$ cat src/rtl/svo_vcheck_pkg.sv
// Shared types and helpers for the SVO stream checker and its stall generator.
// Cursor width matches the SVO raster coordinate width used across the SVO blocks.
package svo_vcheck_pkg;

  localparam int SVO_XYBITS = 14;

  typedef logic state_t;
  localparam state_t HUNT   = 1'b0;
  localparam state_t LOCKED = 1'b1;

  // Rotate-left-by-one then fold the pixel in.
  function automatic logic [31:0] sig_step(input logic [31:0] sig, input logic [31:0] px);
    return {sig[30:0], sig[31]} ^ px;
  endfunction

  function automatic logic [31:0] xorshift32(input logic [31:0] x);
    logic [31:0] y;
    y = x ^ (x << 13);
    y = y ^ (y >> 17);
    y = y ^ (y << 5);
    return y;
  endfunction

endpackage

$ cat src/rtl/svo_stall_lfsr.sv
// Pseudo-random ready generator for SVO sinks: xorshift32 stepping every cycle,
// ready is asserted whenever either of the two low state bits is set (~75%).
module svo_stall_lfsr
  import svo_vcheck_pkg::*;
#(
  parameter logic [31:0] SEED = 32'h1
) (
  input  logic clk,
  input  logic resetn,
  output logic o_ready
);

  logic [31:0] r_lfsr;
  logic        r_ready;

  always_ff @(posedge clk or negedge resetn) begin
    if (!resetn) begin
      r_lfsr  <= SEED;
      r_ready <= 1'b0;
    end else begin
      r_lfsr  <= xorshift32(r_lfsr);
      r_ready <= r_lfsr[0] | r_lfsr[1];
    end
  end

  assign o_ready = r_ready;

endmodule

$ cat src/rtl/svo_vcheck.sv
// SVO stream sink: locks onto frame starts, checks raster framing and produces a
// rotate-xor signature of every complete frame.
module svo_vcheck
  import svo_vcheck_pkg::*;
#(
  parameter int          SVO_HOR_PIXELS     = 640,
  parameter int          SVO_VER_PIXELS     = 480,
  parameter int          SVO_BITS_PER_PIXEL = 24,
  parameter bit          STALL_EN           = 1'b0,
  parameter logic [31:0] STALL_SEED         = 32'h1
) (
  input  logic                          clk,
  input  logic                          resetn,
  input  logic                          in_axis_tvalid,
  output logic                          in_axis_tready,
  input  logic [SVO_BITS_PER_PIXEL-1:0] in_axis_tdata,
  input  logic                          in_axis_tuser,
  output logic                          locked,
  output logic                          frame_done,
  output logic [31:0]                   frame_sig,
  output logic [15:0]                   frame_count,
  output logic                          err_early_sof,
  output logic                          err_missing_sof
);

  localparam logic [SVO_XYBITS-1:0] HLAST = SVO_XYBITS'(SVO_HOR_PIXELS - 1);
  localparam logic [SVO_XYBITS-1:0] VLAST = SVO_XYBITS'(SVO_VER_PIXELS - 1);

  state_t                r_state, w_state_nxt;
  logic [SVO_XYBITS-1:0] r_hcur, r_vcur;
  logic [31:0]           r_sig, r_frame_sig;
  logic [15:0]           r_count;
  logic                  r_done, r_early, r_missing;

  logic        w_acc, w_origin, w_start, w_early, w_missing, w_last, w_normal;
  logic [31:0] w_px, w_sig_next;

  // tready is purely registered so it never depends on tvalid.
  generate
    if (STALL_EN) begin : g_stall
      svo_stall_lfsr #(.SEED(STALL_SEED)) u_stall (
        .clk     (clk),
        .resetn  (resetn),
        .o_ready (in_axis_tready)
      );
    end else begin : g_nostall
      logic r_tready;
      always_ff @(posedge clk or negedge resetn) begin
        if (!resetn) r_tready <= 1'b0;
        else         r_tready <= 1'b1;
      end
      assign in_axis_tready = r_tready;
    end
  endgenerate

  assign w_acc      = in_axis_tvalid & in_axis_tready;
  assign w_origin   = (r_hcur == '0) && (r_vcur == '0);
  assign w_px       = 32'(in_axis_tdata);
  assign w_sig_next = sig_step(r_sig, w_px);

  // Event decode; precedence early_sof > missing_sof > last pixel.
  always_comb begin
    w_start   = w_acc && (r_state == HUNT) && in_axis_tuser;
    w_early   = w_acc && (r_state == LOCKED) && in_axis_tuser && !w_origin;
    w_missing = w_acc && (r_state == LOCKED) && !in_axis_tuser && w_origin;
    w_last    = w_acc && (r_state == LOCKED) && !in_axis_tuser && !w_origin &&
                (r_hcur == HLAST) && (r_vcur == VLAST);
    w_normal  = w_acc && (r_state == LOCKED) && !w_early && !w_missing && !w_last;
  end

  always_ff @(posedge clk or negedge resetn) begin
    if (!resetn) r_state <= HUNT;
    else         r_state <= w_state_nxt;
  end

  always_comb begin
    w_state_nxt = r_state;
    if (w_start)   w_state_nxt = LOCKED;
    if (w_missing) w_state_nxt = HUNT;
  end

  assign locked = (r_state == LOCKED);

  always_ff @(posedge clk or negedge resetn) begin
    if (!resetn) begin
      r_hcur      <= '0;
      r_vcur      <= '0;
      r_sig       <= '0;
      r_frame_sig <= '0;
      r_count     <= '0;
      r_done      <= 1'b0;
      r_early     <= 1'b0;
      r_missing   <= 1'b0;
    end else begin
      r_done    <= 1'b0;
      r_early   <= w_early;
      r_missing <= w_missing;
      if (w_start || w_early) begin
        // This beat becomes pixel (0,0) of a fresh frame.
        r_sig  <= w_px;
        r_hcur <= SVO_XYBITS'(1);
        r_vcur <= '0;
      end else if (w_last) begin
        r_frame_sig <= w_sig_next;
        r_count     <= r_count + 16'd1;
        r_done      <= 1'b1;
        r_sig       <= '0;
        r_hcur      <= '0;
        r_vcur      <= '0;
      end else if (w_normal) begin
        r_sig <= w_sig_next;
        if (r_hcur == HLAST) begin
          r_hcur <= '0;
          r_vcur <= r_vcur + 1'b1;
        end else begin
          r_hcur <= r_hcur + 1'b1;
        end
      end
    end
  end

  assign frame_done      = r_done;
  assign frame_sig       = r_frame_sig;
  assign frame_count     = r_count;
  assign err_early_sof   = r_early;
  assign err_missing_sof = r_missing;

endmodule

$ cat config.mk
export PLATFORM = sky130hd
export DESIGN_NAME = svo_vcheck
export DESIGN_NICKNAME = d
export VERILOG_FILES = /design/src/rtl/svo_vcheck_pkg.sv /design/src/rtl/svo_stall_lfsr.sv /design/src/rtl/svo_vcheck.sv
export SDC_FILE = /design/constraint.sdc
export NUM_CORES = 1
export LEC_CHECK = 0
export CAP_MARGIN = 20
export CORE_UTILIZATION = 40
export DETAILED_ROUTE_END_ITERATION = 10
export DONT_BUFFER_PORTS = 1
export PLACE_DENSITY = 0.66
export SKIP_LAST_GASP = 1
export SLEW_MARGIN = 20
export SYNTH_ARGS = -nofsm -noshare
export SYNTH_HDL_FRONTEND = slang
export SYNTH_HIERARCHICAL = 1
export SYNTH_SLANG_ARGS = --single-unit
$ cat constraint.sdc
create_clock -name clk -period 3.1 [get_ports clk]
set_clock_uncertainty 0.05 [all_clocks]
set_input_delay 0.155 -clock clk [delete_from_list [all_inputs] [get_ports clk]]
set_output_delay 0.155 -clock clk [all_outputs]
set_load 0.05 [all_outputs]
==> results.sh, run 1 <==
export IMPL_cp_slowest_cell="or4_4"
export IMPL_routed_via_density=5.67
export IMPL_max_slew_margin_pct=57.6
export IMPL_synth_area_per_cell_um2=9.56
export IMPL_p_sw_share_pct=25.8
export IMPL_p_clk_share_pct=43.1
export IMPL_hold_viol=0
export IMPL_synth_ff_type="dfrtp_1"
export IMPL_gp_congestion=0.910
export IMPL_rsz0062_at_grt="no"
export IMPL_internal_power_uw=2930
export IMPL_synth_seq_area_share_pct=50.5
export IMPL_wirelength_um=13100
export IMPL_cts_tree="yes"
export IMPL_final_common_cell="dfrtp_1"
export IMPL_first_global_vias=4558
export IMPL_firstDrtPassIters=4
export IMPL_yosysTopAreaCell="dfrtp_1"
export IMPL_power_total_uw=3950
export IMPL_min_period_over_period_pct=92.7
export IMPL_cts_buffers=17
export IMPL_path_class="flop to flop"
export IMPL_path_cells="or4_4 > nor4_4 > nand4b_1 > nor2_1 > nand3_1 > xnor2_1"
export IMPL_timing_fmax_ghz=0.348
export IMPL_syn_num_nets=618
export IMPL_wl_per_cell_um=16.4
export IMPL_p_comb_share_pct=12.4
export IMPL_crit_fanout=10
export IMPL_grt_pass1_wl_um=22200
export IMPL_critPathLaunch="r_hcur[7]$_DFFE_PN0P_"
export IMPL_status="finished, final reports clean"
export IMPL_hp_start="in_axis_tuser"
export IMPL_cts_setup_buffers=0
export IMPL_die_height_um=120
export IMPL_cp_end_kind="flop"
export IMPL_ys_ff_latch=113
export IMPL_start_util_pct=41.6
export IMPL_startpoint_type="flop"
export IMPL_synth_warning_count=6
export IMPL_utilization_pct=49.3
export IMPL_hpwl_um=8530
export IMPL_finalNonFillerCells=799
export IMPL_power_density_nw_per_um2=595
export IMPL_clockBufferDepth=2
export IMPL_required_ps=3320
export IMPL_seq_power_share_pct=44.5
export IMPL_clockRootBuffer="clkbuf_16"
export IMPL_grt_total_usage_pct=19.5
export IMPL_row_count=42
export IMPL_overflow=0
export IMPL_drt_initial_drc_count=252
export IMPL_dr_total_vias=4527
export IMPL_synthDistinctLibCells=49
export IMPL_area_growth_pct=18.7
export IMPL_synth_area_leaders="dfrtp_1 51%, xnor2_1 6.7%, a21oi_1 5.1%"
export IMPL_finalNetCount=649
export IMPL_finalWorstSetupSlack_ps=227
export IMPL_cts_max_level=4
export IMPL_p_leak_uw=0.00282
export IMPL_yosysTopAreaCellShare_pct=50.5
export IMPL_setup_tns_ps=0
export IMPL_critPathMaxStageDelay_ps=570
export IMPL_finalSetupViolations=0
export IMPL_post_place_ws_ps=291
export IMPL_drive_above_1_share_pct=7.22
export IMPL_ant_nets=0
export IMPL_ys_async_sr_fraction_pct=100
export IMPL_tightestPinTransition_ps=637
export IMPL_synth_cells=585
export IMPL_hp_class="input pin to flop"
export IMPL_antenna_cells=0
export IMPL_drv_cap=0
export IMPL_core_area_um2=13500
export IMPL_clk_pin_slew_ps=50
export IMPL_port_buffers=0
export IMPL_grt_max_degree=114
export IMPL_mostFrequentLayoutCells="113 x dfrtp_1, 57 x nor2_1, 57 x a21oi_1"
export IMPL_min_period_ps=2870
export IMPL_drcViolationCount=0
export IMPL_ios=81
export IMPL_ir_worst_vdd_v=0.000409
export IMPL_die_area_um2=14500
export IMPL_die_w_um=120
export IMPL_drv_slew=0
export IMPL_p_sw_uw=1020
export IMPL_cts_sinks=113
export IMPL_synth_edf_count=0
export IMPL_clock_latency_ps=410
export IMPL_cp_data_arrival_time_ps=3100
export IMPL_worstReg2RegStart="r_hcur[7]$_DFFE_PN0P_"
export IMPL_antenna_found_initial=0
export IMPL_synth_cell_area_um2=5590
export IMPL_placed_cells=744
==> cell type report <==
class	count	area (µm²)
fill	1292	6810
sequential	113	2830
multi-input combinational	431	2620
clock buffer	24	462
timing repair buffer	42	430
tap	176	220
inverter	11	41.3
clock inverter	2	35.0
==> registers in the layout (all words and copies together), names as in the netlist <==
signal           count
err_missing_sof      1
r_sig               32
in_axis_tready       1
locked               1
frame_count         16
frame_sig           32
frame_done           1
err_early_sof        1
r_hcur              14
r_vcur              14
==> worst paths after layout <==
kind / end / depth (start not counted) / slack [ps]
hold reg to reg: frame_sig[25]$_DFFE_PN0P_ / 2 / 460
setup reg to reg: frame_count[7]$_DFFE_PN0P_ / 6 / 230
min in group asynchronous: r_vcur[2]$_DFFE_PN0P_ / 2 / 250
setup / recovery: frame_count[7]$_DFFE_PN0P_ / 6 / 230
max in group asynchronous: r_vcur[10]$_DFFE_PN0P_ / 2 / 2200
hold / removal: locked$_DFFE_PN0P_ / 2 / 50
==> power by group through the flow <==
| stage | Combinational [µW] | Clock [µW] | Sequential, µW |
|---|---|---|---|
| after CTS | 491 | 1740 | 1750 |
| after global routing | 554 | 1800 | 1780 |
| after floorplan | 335 | 0 | 1730 |
| final | 488 | 1700 | 1760 |
| after detailed placement | 416 | 0 | 1780 |
| after global placement | 402 | 0 | 1770 |
==> logic make-up (layout without fill, tap and decap cells) <==
family,Yosys count,in the layout,synth area share [%]
mux,8,8,1.43
other cells,1,1,0.0670
simple gates,221,221,20.5
xor+xnor,45,45,7.05
fa+ha+maj,5,5,1.12
compound gates,151,151,16.4
flops,113,113,50.5
buf+inv,41,79,2.91
==> critical path: cells and delay by family, from the launching register on <==
kind | cells | cell delay, ps
flip-flops | 1 | 430
AND/OR/NAND/NOR | 5 | 2080
XOR/XNOR | 1 | 160
==> cell usage after synthesis, types with 2 or more instances <==
master / instances
a21o_1: 2
a21oi_1: 57
a22o_1: 6
a31oi_1: 6
and2_1: 2
and3_1: 9
and4_1: 2
buf_2: 4
clkbuf_1: 25
dfrtp_1: 113
ha_1: 5
inv_1: 11
mux2i_1: 8
nand2_1: 51
nand2b_1: 2
nand3_1: 23
nand3b_1: 2
nand4_1: 11
nor2_1: 57
nor2b_1: 2
nor3_1: 11
nor3b_1: 24
nor4_1: 7
o211ai_1: 2
o21ai_0: 42
o22ai_1: 2
o2bb2ai_1: 25
o31ai_1: 2
or2_2: 4
or3_1: 6
xnor2_1: 43
xor2_1: 2
==> layer usage <==
metal	up-vias	wire length [µm]	track usage [%]	part of all wire, %
li1	2152	-	-	-
met1	2230	6050	24.8	46
met2	129	5960	30.8	45
met3	16	950	6.89	7.2
met4	0	161	6.10	1.2
met5	-	0	0	0
==> through the flow <==
step | cell area, µm² | hold slack [ps]
finish | 6640 | 53.2
global placement | 5830 | -188
CTS | 6640 | 26.0
global route | 6640 | 71.8
detailed placement | 5830 | -187
floorplan | 5590 | -191
==> what timing repair did <==
item                                    4_1_cts  5_1_grt
endpoints found under the hold margin       165        0
gates resized for setup                       0        0
hold buffers                                 29        0
endpoints found under the setup margin        0        0
Note: power is estimated with default switching activity, not from simulation.
==> run 2, diff against run 1 <==
--- a/config.mk
+++ b/config.mk
@@ -5,11 +5,11 @@
 export SDC_FILE = /design/constraint.sdc
 export NUM_CORES = 1
 export LEC_CHECK = 0
-export CAP_MARGIN = 20
 export CORE_UTILIZATION = 40
 export DETAILED_ROUTE_END_ITERATION = 10
 export DONT_BUFFER_PORTS = 1
 export PLACE_DENSITY = 0.66
+export REMOVE_ABC_BUFFERS = 1
 export SKIP_LAST_GASP = 1
 export SLEW_MARGIN = 20
 export SYNTH_ARGS = -nofsm -noshare
==> results.sh, run 2 (same netlist as run 1, synthesis figures left out) <==
export IMPL_required_ps=3340
export IMPL_finalWorstSetupSlack_ps=232
export IMPL_area_growth_pct=20.8
export IMPL_start_util_pct=41.6
export IMPL_routed_via_density=5.67
export IMPL_power_density_nw_per_um2=621
export IMPL_clockRootBuffer="clkbuf_16"
export IMPL_ios=81
export IMPL_grt_total_usage_pct=19.6
export IMPL_die_height_um=120
export IMPL_utilization_pct=50.2
export IMPL_drcViolationCount=0
export IMPL_min_period_over_period_pct=92.5
export IMPL_drv_slew=0
export IMPL_cp_data_arrival_time_ps=3100
export IMPL_holdWs_ps=43.0
export IMPL_startpoint_type="flop"
export IMPL_mostFrequentLayoutCells="113 x dfrtp_1, 57 x nor2_1, 57 x a21oi_1"
export IMPL_row_count=42
export IMPL_multiInputGateArea_um2=2620
export IMPL_gp_congestion=0.902
export IMPL_hp_class="input pin to flop"
export IMPL_core_area_um2=13500
export IMPL_hp_start="in_axis_tuser"
export IMPL_cts_sinks=113
export IMPL_wirelength_um=13500
export IMPL_antenna_found_initial=0
export IMPL_tightestPinTransition_ps=626
export IMPL_finalNetCount=652
export IMPL_status="finished, final reports clean"
export IMPL_port_buffers=0
export IMPL_seq_area_um2=2830
export IMPL_r2r_slack_ps=230
export IMPL_max_slew_margin_pct=58.3
export IMPL_drt_initial_drc_count=256
export IMPL_min_period_ps=2870
export IMPL_ir_worst_vdd_v=0.000411
export IMPL_clk_pin_slew_ps=60
export IMPL_critPathTopFamily="simple AND/OR/NAND/NOR gates"
export IMPL_cp_slowest_cell="nor4_1"
export IMPL_cts_buffers=17
export IMPL_dr_total_vias=4580
export IMPL_antenna_cells=0
export IMPL_power_total_uw=4190
export IMPL_timing_fmax_ghz=0.349
export IMPL_setup_tns_ps=0
export IMPL_path_cells="nor4_1 > nand4_1 > o21a_1 > nor2_1 > nand2_1 > o41ai_1"
export IMPL_final_common_cell="dfrtp_1"
export IMPL_ctsResizeCount=0
export IMPL_n_fill_cell=1268
export IMPL_drive_above_1_share_pct=9.49
export IMPL_die_w_um=120
export IMPL_clock_latency_ps=410
export IMPL_cts_max_level=4
export IMPL_firstDrtPassIters=4
export IMPL_cp_buffers_inverters=0
export IMPL_reg2reg_depth=6
export IMPL_path_class="flop to flop"
export IMPL_cts_tree="yes"
export IMPL_holdPathStages=2
export IMPL_rsz0062_at_grt="no"
export IMPL_hold_viol=0
export IMPL_grt_pass1_wl_um=22300
export IMPL_worstReg2RegStart="r_hcur[7]$_DFFE_PN0P_"
export IMPL_drv_cap=0
export IMPL_first_global_vias=4534
export IMPL_wl_per_cell_um=16.7
export IMPL_critPathMaxStageDelay_ps=480
export IMPL_crit_fanout=7
export IMPL_hpwl_um=8820
export IMPL_finalSetupViolations=0
export IMPL_post_place_ws_ps=353
export IMPL_p_leak_uw=0.00288
export IMPL_clockBufferDepth=2
export IMPL_grt_max_degree=114
export IMPL_overflow=0
export IMPL_die_area_um2=14500
export IMPL_ant_nets=0
export IMPL_min_to="locked$_DFFE_PN0P_"
export IMPL_r2r_end="r_vcur[5]$_DFFE_PN0P_"
export IMPL_cp_end_kind="flop"
-- run 2: cell count changes in the layout (fill, tap and decap cells not counted), moves of 2 or more --
cell	previous run	this run
clkinv_2	1	6
clkinvlp_4	0	5
bufinv_16	1	3
buf_4	11	14
clkbuf_1	6	0
-- run 2: cell type report --
type,count,area share [%]
Multi-Input combinational cell,431,38.8
Sequential cell,113,41.9
Clock buffer,17,6.30
Clock inverter,15,2.46
Inverter,11,0.611
Tap cell,176,3.26
Timing Repair Buffer,45,6.70
-- run 2: repair_timing --
| item | 4_1_cts | 5_1_grt |
|---|---|---|
| buffers inserted | 0 | 0 |
| hold buffers | 29 | 0 |
| hold endpoints to repair | 165 | 0 |
-- run 2: how the worst max path moves through the flow --
stage	from	endpoint	depth (start not counted)
6_report	r_hcur[7]$_DFFE_PN0P_	r_vcur[5]$_DFFE_PN0P_	6
5_1_grt	r_vcur[5]$_DFFE_PN0P_	r_sig[1]$_DFFE_PN0P_	7
4_1_cts	r_hcur[7]$_DFFE_PN0P_	r_vcur[5]$_DFFE_PN0P_	6
3_5_place_dp	r_hcur[7]$_DFFE_PN0P_	frame_count[7]$_DFFE_PN0P_	6
3_3_place_gp	r_hcur[7]$_DFFE_PN0P_	frame_count[7]$_DFFE_PN0P_	6
2_1_floorplan	r_vcur[5]$_DFFE_PN0P_	r_hcur[9]$_DFFE_PN0P_	6
-- run 2: power by group --
group	total (µW)	leakage, µW	switching, µW	internal (µW)
Clock	1950	0.000281	701	1250
Sequential	1750	0.00150	151	1600
Combinational	489	0.00110	250	239
-- run 2: routing by layer --
layer  global-route usage [%]  share of wire, %
met5                        0                 0
met4                     6.17              0.70
met3                     6.56               6.7
met2                     32.2                49
met1                     24.3                43
-- run 2: per-stage QoR --
stage / instances / cell area [µm²]
floorplan: 555 / 5470
CTS: 808 / 6760
global route: 808 / 6760
detailed placement: 747 / 5860
global placement: 747 / 5860
finish: 808 / 6760
==> run 3, diff against run 2 <==
==> constraint.sdc (replaced) <==
create_clock -name clk -period 3.7 [get_ports clk]
set_clock_uncertainty 0.05 [all_clocks]
set_input_delay 0.185 -clock clk [delete_from_list [all_inputs] [get_ports clk]]
set_output_delay 0.185 -clock clk [all_outputs]
set_load 0.05 [all_outputs]
==> results.sh, run 3 (same netlist as run 1, synthesis figures left out) <==
export IMPL_wl_per_cell_um=16.5
export IMPL_grt_max_degree=114
export IMPL_startpoint_type="flop"
export IMPL_holdWs_ps=27.9
export IMPL_min_period_ps=2930
export IMPL_clock_latency_ps=410
export IMPL_drv_cap=0
export IMPL_dr_total_vias=4499
export IMPL_hold_viol=0
export IMPL_finalSetupViolations=0
export IMPL_required_ps=3940
export IMPL_timing_fmax_ghz=0.341
export IMPL_die_w_um=120
export IMPL_ios=81
export IMPL_start_util_pct=41.6
export IMPL_p_clk_share_pct=50.1
export IMPL_crit_fanout=41
export IMPL_cts_max_level=4
export IMPL_die_height_um=120
export IMPL_n_fill_cell=1252
export IMPL_seq_power_share_pct=39.2
export IMPL_core_area_um2=13500
export IMPL_grt_total_usage_pct=19.7
export IMPL_status="finished, final reports clean"
export IMPL_firstDrtPassIters=4
export IMPL_cts_sinks=113
export IMPL_r2r_end="r_vcur[5]$_DFFE_PN0P_"
export IMPL_port_buffers=0
export IMPL_p_sw_uw=913
export IMPL_p_comb_share_pct=10.7
export IMPL_post_dp_cell_area_um2=5820
export IMPL_final_common_cell="dfrtp_1"
export IMPL_path_class="flop to flop"
export IMPL_drt_initial_drc_count=269
export IMPL_drive_above_1_share_pct=8.79
export IMPL_row_count=42
export IMPL_antenna_found_initial=0
export IMPL_cp_end_kind="flop"
export IMPL_area_growth_pct=21.6
export IMPL_hp_start="in_axis_tvalid"
export IMPL_min_period_over_period_pct=79.3
export IMPL_routed_via_density=5.61
export IMPL_drcViolationCount=0
export IMPL_ir_worst_vdd_v=0.000326
export IMPL_clockBufferDepth=2
export IMPL_gp_congestion=0.856
export IMPL_overflow=0
export IMPL_worstReg2RegStart="r_hcur[7]$_DFFE_PN0P_"
export IMPL_ant_nets=0
export IMPL_cts_tree="yes"
export IMPL_clk_pin_slew_ps=50
export IMPL_ctsResizeCount=0
export IMPL_rsz0062_at_grt="no"
export IMPL_wirelength_um=13300
export IMPL_internal_power_uw=2840
export IMPL_utilization_pct=50.6
export IMPL_cts_buffers=17
export IMPL_drv_slew=0
export IMPL_finalNetCount=646
export IMPL_p_sw_share_pct=24.4
export IMPL_antenna_cells=0
export IMPL_hp_class="input pin to flop"
export IMPL_min_to="locked$_DFFE_PN0P_"
export IMPL_die_area_um2=14500
export IMPL_mostFrequentLayoutCells="113 x dfrtp_1, 57 x nor2_1, 57 x a21oi_1"
export IMPL_hpwl_um=8670
export IMPL_first_global_vias=4553
export IMPL_cts_setup_buffers=0
export IMPL_post_route_cell_area_um2=6800
export IMPL_max_slew_margin_pct=45.6
export IMPL_holdPathStages=3
export IMPL_cp_data_arrival_time_ps=3170
export IMPL_clockRootBuffer="clkbuf_16"
export IMPL_tightestPinTransition_ps=817
export IMPL_power_density_nw_per_um2=551
export IMPL_p_leak_uw=0.00290
export IMPL_grt_pass1_wl_um=22400
export IMPL_reg2reg_depth=7
export IMPL_r2r_slack_ps=770
[run 3: cell count changes in the layout (fill, tap and decap cells not counted), sizes merged]
cell,before,now
bufinv,3,6
clkinv,6,4
clkinvlp,5,2
buf,17,12
clkbuf,17,19
dlygate4sd3,28,27
[run 3: timing repair]
item,4_1_cts,5_1_grt
endpoints found under the hold margin,164,0
endpoints found under the setup margin,0,0
hold buffers,28,0
[run 3: worst max path at each step]
stage,startpoint,endpoint,slack [ps],depth (start not counted)
after floorplan,r_vcur[5]$_DFFE_PN0P_,r_hcur[9]$_DFFE_PN0P_,-1810,6
after global placement,r_hcur[7]$_DFFE_PN0P_,r_vcur[5]$_DFFE_PN0P_,850,7
after detailed placement,r_hcur[7]$_DFFE_PN0P_,r_vcur[5]$_DFFE_PN0P_,770,7
after CTS,r_hcur[7]$_DFFE_PN0P_,r_vcur[5]$_DFFE_PN0P_,760,7
after global routing,r_vcur[0]$_DFFE_PN0P_,r_sig[21]$_DFFE_PN0P_,550,9
final,r_hcur[7]$_DFFE_PN0P_,r_vcur[5]$_DFFE_PN0P_,770,7
[run 3: critical path, stage by stage, from the launching register on]
cell     delay (ps)
dfrtp_1         440
or4_4           580
nor4_4          570
and4b_2         390
buf_4           390
nor3_1          110
o21ai_0         170
o41ai_1         100
[run 3: power by group through the flow]
| stage | Sequential, µW | Clock, µW | Combinational, µW |
|---|---|---|---|
| after floorplan | 1450 | 0 | 274 |
| after global placement | 1480 | 0 | 326 |
| after detailed placement | 1490 | 0 | 341 |
| after CTS | 1470 | 1920 | 404 |
| after global routing | 1490 | 1970 | 450 |
| final | 1470 | 1880 | 400 |
[run 3: stage by stage]
| step | setup slack, ps | power [µW] | TNS, ps | instances |
|---|---|---|---|---|
| global placement | 852 | 1800 | 0 | 742 |
| detailed placement | 771 | 1830 | 0 | 742 |
| finish | 767 | 3750 | 0 | 802 |
| floorplan | -1810 | 1730 | -57760 | 555 |
| global route | 547 | 3910 | 0 | 802 |
| CTS | 760 | 3780 | 0 | 802 |
[run 3: layout make-up]
| cell class | count | area, µm² | area share (%) |
|---|---|---|---|
| Sequential cell | 113 | 2830 | 41.6 |
| Multi-Input combinational cell | 431 | 2620 | 38.6 |
| Clock buffer | 19 | 453 | 6.66 |
| Timing Repair Buffer | 39 | 405 | 5.96 |
| Clock inverter | 13 | 231 | 3.40 |
| Tap cell | 176 | 220 | 3.24 |
| Inverter | 11 | 41.3 | 0.607 |
[run 3: routing by layer]
layer	wire, µm	up-vias	global-route usage, %	share of wire [%]
met2	6380	133	32.0	48
met1	5760	2200	23.9	43
li1	-	2153	-	-
met3	969	13	7.12	7.3
met4	155	0	7.48	1.2
met5	0	-	0	0
